<file path="src/rtl/dphy_lprx.sv">
// D-PHY data-lane LP receiver: line-state monitor, SoT entry and HS timing.
// Optional LP-10 escape-entry detection: define DPHY_LPRX_ESC_DETECT_EN.
module dphy_lprx #(
  parameter int unsigned LPX_MIN       = 4,
  parameter int unsigned TERM_EN_TIME  = 3,
  parameter int unsigned HSSETTLE_TIME = 10,
  parameter int unsigned STOP_FILTER   = 2
) (
  input  logic       LPRX_CLK,
  input  logic       RxRst_n,
  input  logic       LPRX_EN,
  input  logic       LP_Dp,
  input  logic       LP_Dn,
  output logic       RxStopState,
  output logic       HSRX_EN,
  output logic       RxActiveHS,
  output logic       ErrControl,
`ifdef DPHY_LPRX_ESC_DETECT_EN
  output logic       EscRequest,
`endif
  output logic [1:0] LP_State
);

  localparam logic [4:0] LC_LPX  = 5'(LPX_MIN);
  localparam logic [4:0] LC_TERM = 5'(TERM_EN_TIME);
  localparam logic [4:0] LC_HSS1 = 5'(HSSETTLE_TIME - 1);
  localparam logic [4:0] LC_STOP = 5'(STOP_FILTER);
  localparam logic [4:0] LC_SAT  = 5'd31;

  typedef enum logic [2:0] {
    RX_WAIT_STOP = 3'd0,
    RX_STOP      = 3'd1,
    RX_HS_RQST   = 3'd2,
    RX_HS_PRPR   = 3'd3,
    RX_HS_ACTIVE = 3'd4,
    RX_ESC_RQST  = 3'd5
  } rx_state_e;

  logic [1:0] r_sync1;
  logic [1:0] r_sync2;
  rx_state_e  r_state;
  rx_state_e  w_nxt;
  logic [4:0] r_cnt;
  logic [4:0] w_cnt_nxt;
  logic [4:0] r_stop_cnt;
  logic [4:0] w_stop_run;
  logic       w_stop_ok;
  logic       w_err;
  logic       r_stop;
  logic       r_hsrx;
  logic       r_act;
  logic       r_err;
`ifdef DPHY_LPRX_ESC_DETECT_EN
  logic       w_esc;
  logic       r_esc;
`endif

  // Two-flop synchronizer for the asynchronous comparator outputs
  always_ff @(posedge LPRX_CLK or negedge RxRst_n) begin
    if (!RxRst_n) begin
      r_sync1 <= 2'b00;
      r_sync2 <= 2'b00;
    end else begin
      r_sync1 <= {LP_Dp, LP_Dn};
      r_sync2 <= r_sync1;
    end
  end

  // Length of the current LP-11 run including this cycle
  always_comb begin
    w_stop_run = 5'd0;
    if (r_sync2 == 2'b11) begin
      w_stop_run = (r_stop_cnt == LC_SAT) ? LC_SAT
                                           : r_stop_cnt + 5'd1;
    end
    w_stop_ok = (w_stop_run >= LC_STOP);
  end

  // Next-state and error/escape decode from the synchronized line
  always_comb begin
    w_nxt = r_state;
    w_err = 1'b0;
`ifdef DPHY_LPRX_ESC_DETECT_EN
    w_esc = 1'b0;
`endif
    if (!LPRX_EN) begin
      w_nxt = RX_WAIT_STOP;
    end else begin
      unique case (r_state)
        RX_WAIT_STOP: begin
          if (w_stop_ok) w_nxt = RX_STOP;
        end
        RX_STOP: begin
          if (r_sync2 == 2'b01) begin
            w_nxt = RX_HS_RQST;
          end else if (r_sync2 == 2'b00) begin
            w_err = 1'b1;
            w_nxt = RX_WAIT_STOP;
          end
`ifdef DPHY_LPRX_ESC_DETECT_EN
          else if (r_sync2 == 2'b10) begin
            w_nxt = RX_ESC_RQST;
          end
`endif
        end
        RX_HS_RQST: begin
          if (r_sync2 == 2'b11) begin
            w_nxt = RX_STOP;
          end else if (r_sync2 == 2'b10) begin
            w_err = 1'b1;
            w_nxt = RX_WAIT_STOP;
          end else if (r_sync2 == 2'b00) begin
            if (r_cnt >= LC_LPX) begin
              w_nxt = RX_HS_PRPR;
            end else begin
              w_err = 1'b1;
              w_nxt = RX_WAIT_STOP;
            end
          end
        end
        RX_HS_PRPR: begin
          if (r_sync2 != 2'b00) begin
            w_err = 1'b1;
            w_nxt = RX_WAIT_STOP;
          end else if (r_cnt >= LC_HSS1) begin
            w_nxt = RX_HS_ACTIVE;
          end
        end
        RX_HS_ACTIVE: begin
          if (w_stop_ok) w_nxt = RX_STOP;
        end
`ifdef DPHY_LPRX_ESC_DETECT_EN
        RX_ESC_RQST: begin
          if (r_sync2 == 2'b11) begin
            w_nxt = RX_STOP;
          end else if (r_sync2 == 2'b01) begin
            w_err = 1'b1;
            w_nxt = RX_WAIT_STOP;
          end else if (r_sync2 == 2'b00) begin
            if (r_cnt >= LC_LPX) w_esc = 1'b1;
            else                 w_err = 1'b1;
            w_nxt = RX_WAIT_STOP;
          end
        end
`endif
        default: w_nxt = RX_WAIT_STOP;
      endcase
    end
  end

  // Dwell counter restarts on every state change and saturates
  always_comb begin
    w_cnt_nxt = 5'd0;
    if (w_nxt == r_state) begin
      w_cnt_nxt = (r_cnt == LC_SAT) ? LC_SAT : r_cnt + 5'd1;
    end
  end

  // State, counters and registered outputs, all derived from next state
  always_ff @(posedge LPRX_CLK or negedge RxRst_n) begin
    if (!RxRst_n) begin
      r_state    <= RX_WAIT_STOP;
      r_cnt      <= 5'd0;
      r_stop_cnt <= 5'd0;
      r_stop     <= 1'b0;
      r_hsrx     <= 1'b0;
      r_act      <= 1'b0;
      r_err      <= 1'b0;
`ifdef DPHY_LPRX_ESC_DETECT_EN
      r_esc      <= 1'b0;
`endif
    end else begin
      r_state    <= w_nxt;
      r_cnt      <= w_cnt_nxt;
      r_stop_cnt <= w_stop_run;
      r_stop     <= (w_nxt == RX_STOP);
      r_act      <= (w_nxt == RX_HS_ACTIVE);
      r_hsrx     <= (w_nxt == RX_HS_ACTIVE) ||
                    ((w_nxt == RX_HS_PRPR) && (w_cnt_nxt >= LC_TERM));
      r_err      <= w_err;
`ifdef DPHY_LPRX_ESC_DETECT_EN
      r_esc      <= w_esc;
`endif
    end
  end

  assign RxStopState = r_stop;
  assign HSRX_EN     = r_hsrx;
  assign RxActiveHS  = r_act;
  assign ErrControl  = r_err;
  assign LP_State    = r_sync2;
`ifdef DPHY_LPRX_ESC_DETECT_EN
  assign EscRequest  = r_esc;
`endif

endmodule

</file>
<file path="config.mk">
export PLATFORM = sky130hd
export DESIGN_NAME = dphy_lprx
export DESIGN_NICKNAME = d
export VERILOG_FILES = /design/src/rtl/dphy_lprx.sv
export SDC_FILE = /design/constraint.sdc
export NUM_CORES = 1
export LEC_CHECK = 0
export CORE_ASPECT_RATIO = 0.8
export CORE_UTILIZATION = 45
export DETAILED_ROUTE_END_ITERATION = 8
export MAX_ROUTING_LAYER = met4
export PLACE_DENSITY_LB_ADDON = 0.12
export SLEW_MARGIN = 20
export SYNTH_ARGS = -nofsm -noshare
export SYNTH_HDL_FRONTEND = slang
export SYNTH_SLANG_ARGS = --single-unit
</file>
<file path="constraint.sdc">
create_clock -name LPRX_CLK -period 4.8 [get_ports LPRX_CLK]
set_input_delay 0.96 -clock LPRX_CLK [delete_from_list [all_inputs] [get_ports LPRX_CLK]]
set_output_delay 0.96 -clock LPRX_CLK [all_outputs]
set_load 0.01 [all_outputs]
</file>
==> reports/qor_table.md <==
| Metric | Value | Unit |
|:---|:---|:---|
| Cell variety after synth | 41 | - |
| Share of power burned in the clock network | 0.173 | - |
| Cell area after synthesis | 1196 | um2 |
| Resize count post-CTS | 0 | - |
| Crit Path Class | primary input to flip-flop | - |
| Vias in the first global route | 786 | - |
| DP Area | 1309 | um2 |
| GRT Total Usage | 0.1862 | - |
| Number of ports placed on the die boundary | 11 | - |
| Largest net degree at the start of global routing | 22 | - |
| Initial drt markers | 71 | - |
| Iteration count of the initial detailed-routing pass | 4 | - |
| Number of buffers inserted by hold repair at cts | 0 | - |
| Source of the worst hold timing path | r_sync1[1] | - |
| Proportion of layout cells with a drive suffix above 1 | 0.1024 | - |
| Cell taking the most area after synthesis | dfrtp_1 | - |
| Number of DRC violations after detailed routing | 0 | - |
| First-pass GRT wire length | 3705 | um |
| Capture point of the worst reg-to-reg path | r_cnt[4] | - |
| Residual overflow from global routing | 0 | - |
| Clock tree from TritonCTS | yes | - |
| Top area cells in the synthesized netlist | dfrtp_1, ha_1, a211oi_1 | - |
| Setup bufs post-CTS | 0 | - |
| Sw Ratio | 0.3803 | - |
| Internal Dissipation | 0.3037 | mW |
| Fraction of the yosys area taken by sequential cells | 0.4393 | - |
| Cell depth of the worst hold path | 0 | - |
| Antenna Cells | 0 | - |
| Maximum clock skew at final layout | 5.441 | ps |
| P_leak | 0.5498 | nW |
| Switching power | 0.1864 | mW |
| Mapped Avg Cell Area | 10.14 | um2 |
| Overall power consumption | 0.4900 | mW |
| Synthesized netlist cell count | 118 | - |
| Max-capacitance violation count | 0 | - |
| HPWL reported at the end of detailed placement | 1666 | um |
| Relative contribution of combinational cells to total power | 0.306 | - |
| Largest fanout on the critical path | 6 | - |
| Number of enable flip-flop cells after synthesis | 0 | - |
| Clock Sink Count | 21 | - |
| Number of register bits inferred by synthesis | 21 | - |
| Routability congestion estimate from global placement | 0.8349 | - |
| Number of placement rows | 16 | - |
| Die Outline Area | 2870 | um2 |
| Total setup violations reported at the end of the flow | 0 | - |
| Async SR Flop Fraction | 1.000 | - |
| Input/output buffers | 10 | - |
| Net count reported at finish | 137 | - |
| Worst-case headroom to the max-slew limit | 0.3871 | - |
| Max frequency | 411.9 | MHz |
| Req. time, crit path | 4990 | ps |
| R2r setup slk | 2780 | ps |
| Hold Worst Slack | 361.6 | ps |
| Type of the most critical hold path | flip-flop to flip-flop | - |
| Area of the core | 2482 | um2 |
| Clock transition at the registers of the reported paths | 110 | ps |
| Crit share post-route | 0.5058 | - |
| Starting Density | 0.4819 | - |
| Routed vias | 936 | - |
| DIE WIDTH | 59.64 | um |
| Clk Tree Root Cell | clkbuf_4 | - |
| Summed negative setup slack over all endpoints | 0 | ps |
| Warnings, synthesis | 0 | - |
| Clock period minus worst slack | 2428 | ps |
| Max rail drop VDD | 0.0002065 | V |
| Nature of the critical path endpoint | flip-flop | - |
| Max Transition Viols Final | 0 | - |
| Area growth, synth to finish | 11.72 | % |
| Transition time of the tightest slew-check pin | 916.5 | ps |
| Number of levels the H-tree was split into | 1 | - |
| Status | completed | - |
| Predominant post-synthesis flop cell | dfrtp_1 | - |
| Post-synthesis net count | 127 | - |
| Reg2reg start | r_state[1] | - |
| Post-synth top area share | 0.4393 | - |
| Final wirelength | 2271 | um |
| Final routed wire length divided by cell count | 13.93 | um |
| Die Span Y | 48.12 | um |
| Final Hold Viols | 0 | - |
| Clock tree buffer depth | 2 | - |
| Power density normalized to cell area | 366.7 | nW/um2 |
| Sequential cell fraction of total power | 0.520 | - |
| RSZ-0062 raised after global routing | no | - |
| Length in cells of the worst reg-to-reg path | 5 | - |
| Design area | 1336 | um2 |
| Number of nets with antenna violations after detailed routing | 0 | - |
| End point of the worst hold path | LP_State[1] | - |
| Number of CTS-inserted buffers | 3 | - |
| Worst Setup Start Kind | primary input | - |
| Antenna violations before repair | 0 | - |
| Data arrival at the endpoint of the critical path | 2620 | ps |
| Clock latency reported for the late side of the worst-skew pair | 300 | ps |
| Vias per Instance | 5.742 | - |
-- worst max-delay path by stage --
stage	startpoint	to	slack, ps	cells past startpoint
final	LPRX_EN	r_cnt[4]	2370	6
after global routing	LP_State[0]	LP_State[0]	2280	1
after CTS	LP_State[0]	LP_State[0]	2370	1
after detailed placement	LPRX_EN	r_cnt[4]	2080	6
after global placement	LPRX_EN	r_cnt[4]	2190	6
after floorplan	LPRX_EN	r_cnt[4]	2870	5
-- metrics by stage --
stage	cells	util	worst slack, ps
6_report	163	0.5383	2372
5_1_grt	163	0.5383	2281
4_1_cts	163	0.5383	2366
3_5_place_dp	159	0.5272	2082
2_1_floorplan	118	-	2869
3_3_place_gp	159	0.5272	2191
-- layout make-up --
class	instances	area, um2
Fill cell	249	1146
Sequential cell	21	525.5
Clock buffer	3	22.52
Tap cell	36	45.04
Multi-Input combinational cell	84	608.1
Timing Repair Buffer	10	100.1
Inverter	8	30.03
Clock inverter	1	5.005
-- cell usage after synthesis (2+ instances only) --
master and n:
nor2b_1 3, inv_1 8, ha_1 4, nand2_1 7, nand2b_1 3, a21oi_1 6, nand4_1 2, a21boi_0 2
a31oi_1 7, o21ai_0 3, nor3_1 8, a211oi_1 6, dfrtp_1 21, nand3_1 2, nor2_1 9, buf_2 2
-- flip-flops by register name (all words and copies together) (netlist names) --
name         flops
r_cnt            5
LP_State         2
RxActiveHS       1
r_state          3
ErrControl       1
HSRX_EN          1
r_sync1          2
RxStopState      1
r_stop_cnt       5
-- layout by cell type, fill, tap and decap left out, types with 2 or more instances in the layout --
master,netlist,final
a211oi_1,6,6
nor3_1,8,8
clkdlybuf4s50_1,0,10
inv_1,8,8
a21oi_1,6,6
a31oi_1,7,7
nor2_1,9,9
nand2_1,7,7
nand3_1,2,2
clkbuf_4,1,3
dfrtp_1,21,21
nand2b_1,3,3
o21ai_0,3,3
ha_1,4,4
nor2b_1,3,3
nand4_1,2,2
a21boi_0,2,2
-- critical path, stage by stage --
cell and delay [ps]:
clkdlybuf4s50_1 580, a21boi_0 260, a2bb2oi_1 380, o2111ai_2 200
o211ai_2 150, nor3_1 90
-- per-layer routing --
layer / global-route usage / vias to the layer above / part of all wire
met5: - / - / 0
met4: 0.06047 / 0 / 0.0057
met3: 0.05570 / 2 / 0.058
met2: 0.2644 / 28 / 0.44
met1: 0.2550 / 443 / 0.50
li1: - / 463 / -
-- power by group through the flow --
| stage | clock network (mW) | registers (mW) | logic, mW |
|---|---|---|---|
| 5_1_grt | 0.0939 | 0.261 | 0.169 |
| 6_report | 0.0849 | 0.255 | 0.150 |
| 3_3_place_gp | 0 | 0.258 | 0.145 |
| 4_1_cts | 0.0875 | 0.255 | 0.150 |
| 3_5_place_dp | 0 | 0.258 | 0.148 |
| 2_1_floorplan | 0 | 0.239 | 0.134 |
-- logic make-up after synthesis --
logic type / after synthesis / synth area share
flip-flops: 21 / 0.4393
adder cells (fa/ha/maj): 4 / 0.04184
AND/OR/NAND/NOR: 44 / 0.2134
XOR/XNOR: 1 / 0.007324
AO/OA/AOI/OAI: 35 / 0.2458
buffers and inverters: 13 / 0.05230
No activity file was read; power rests on OpenSTA's default activity.
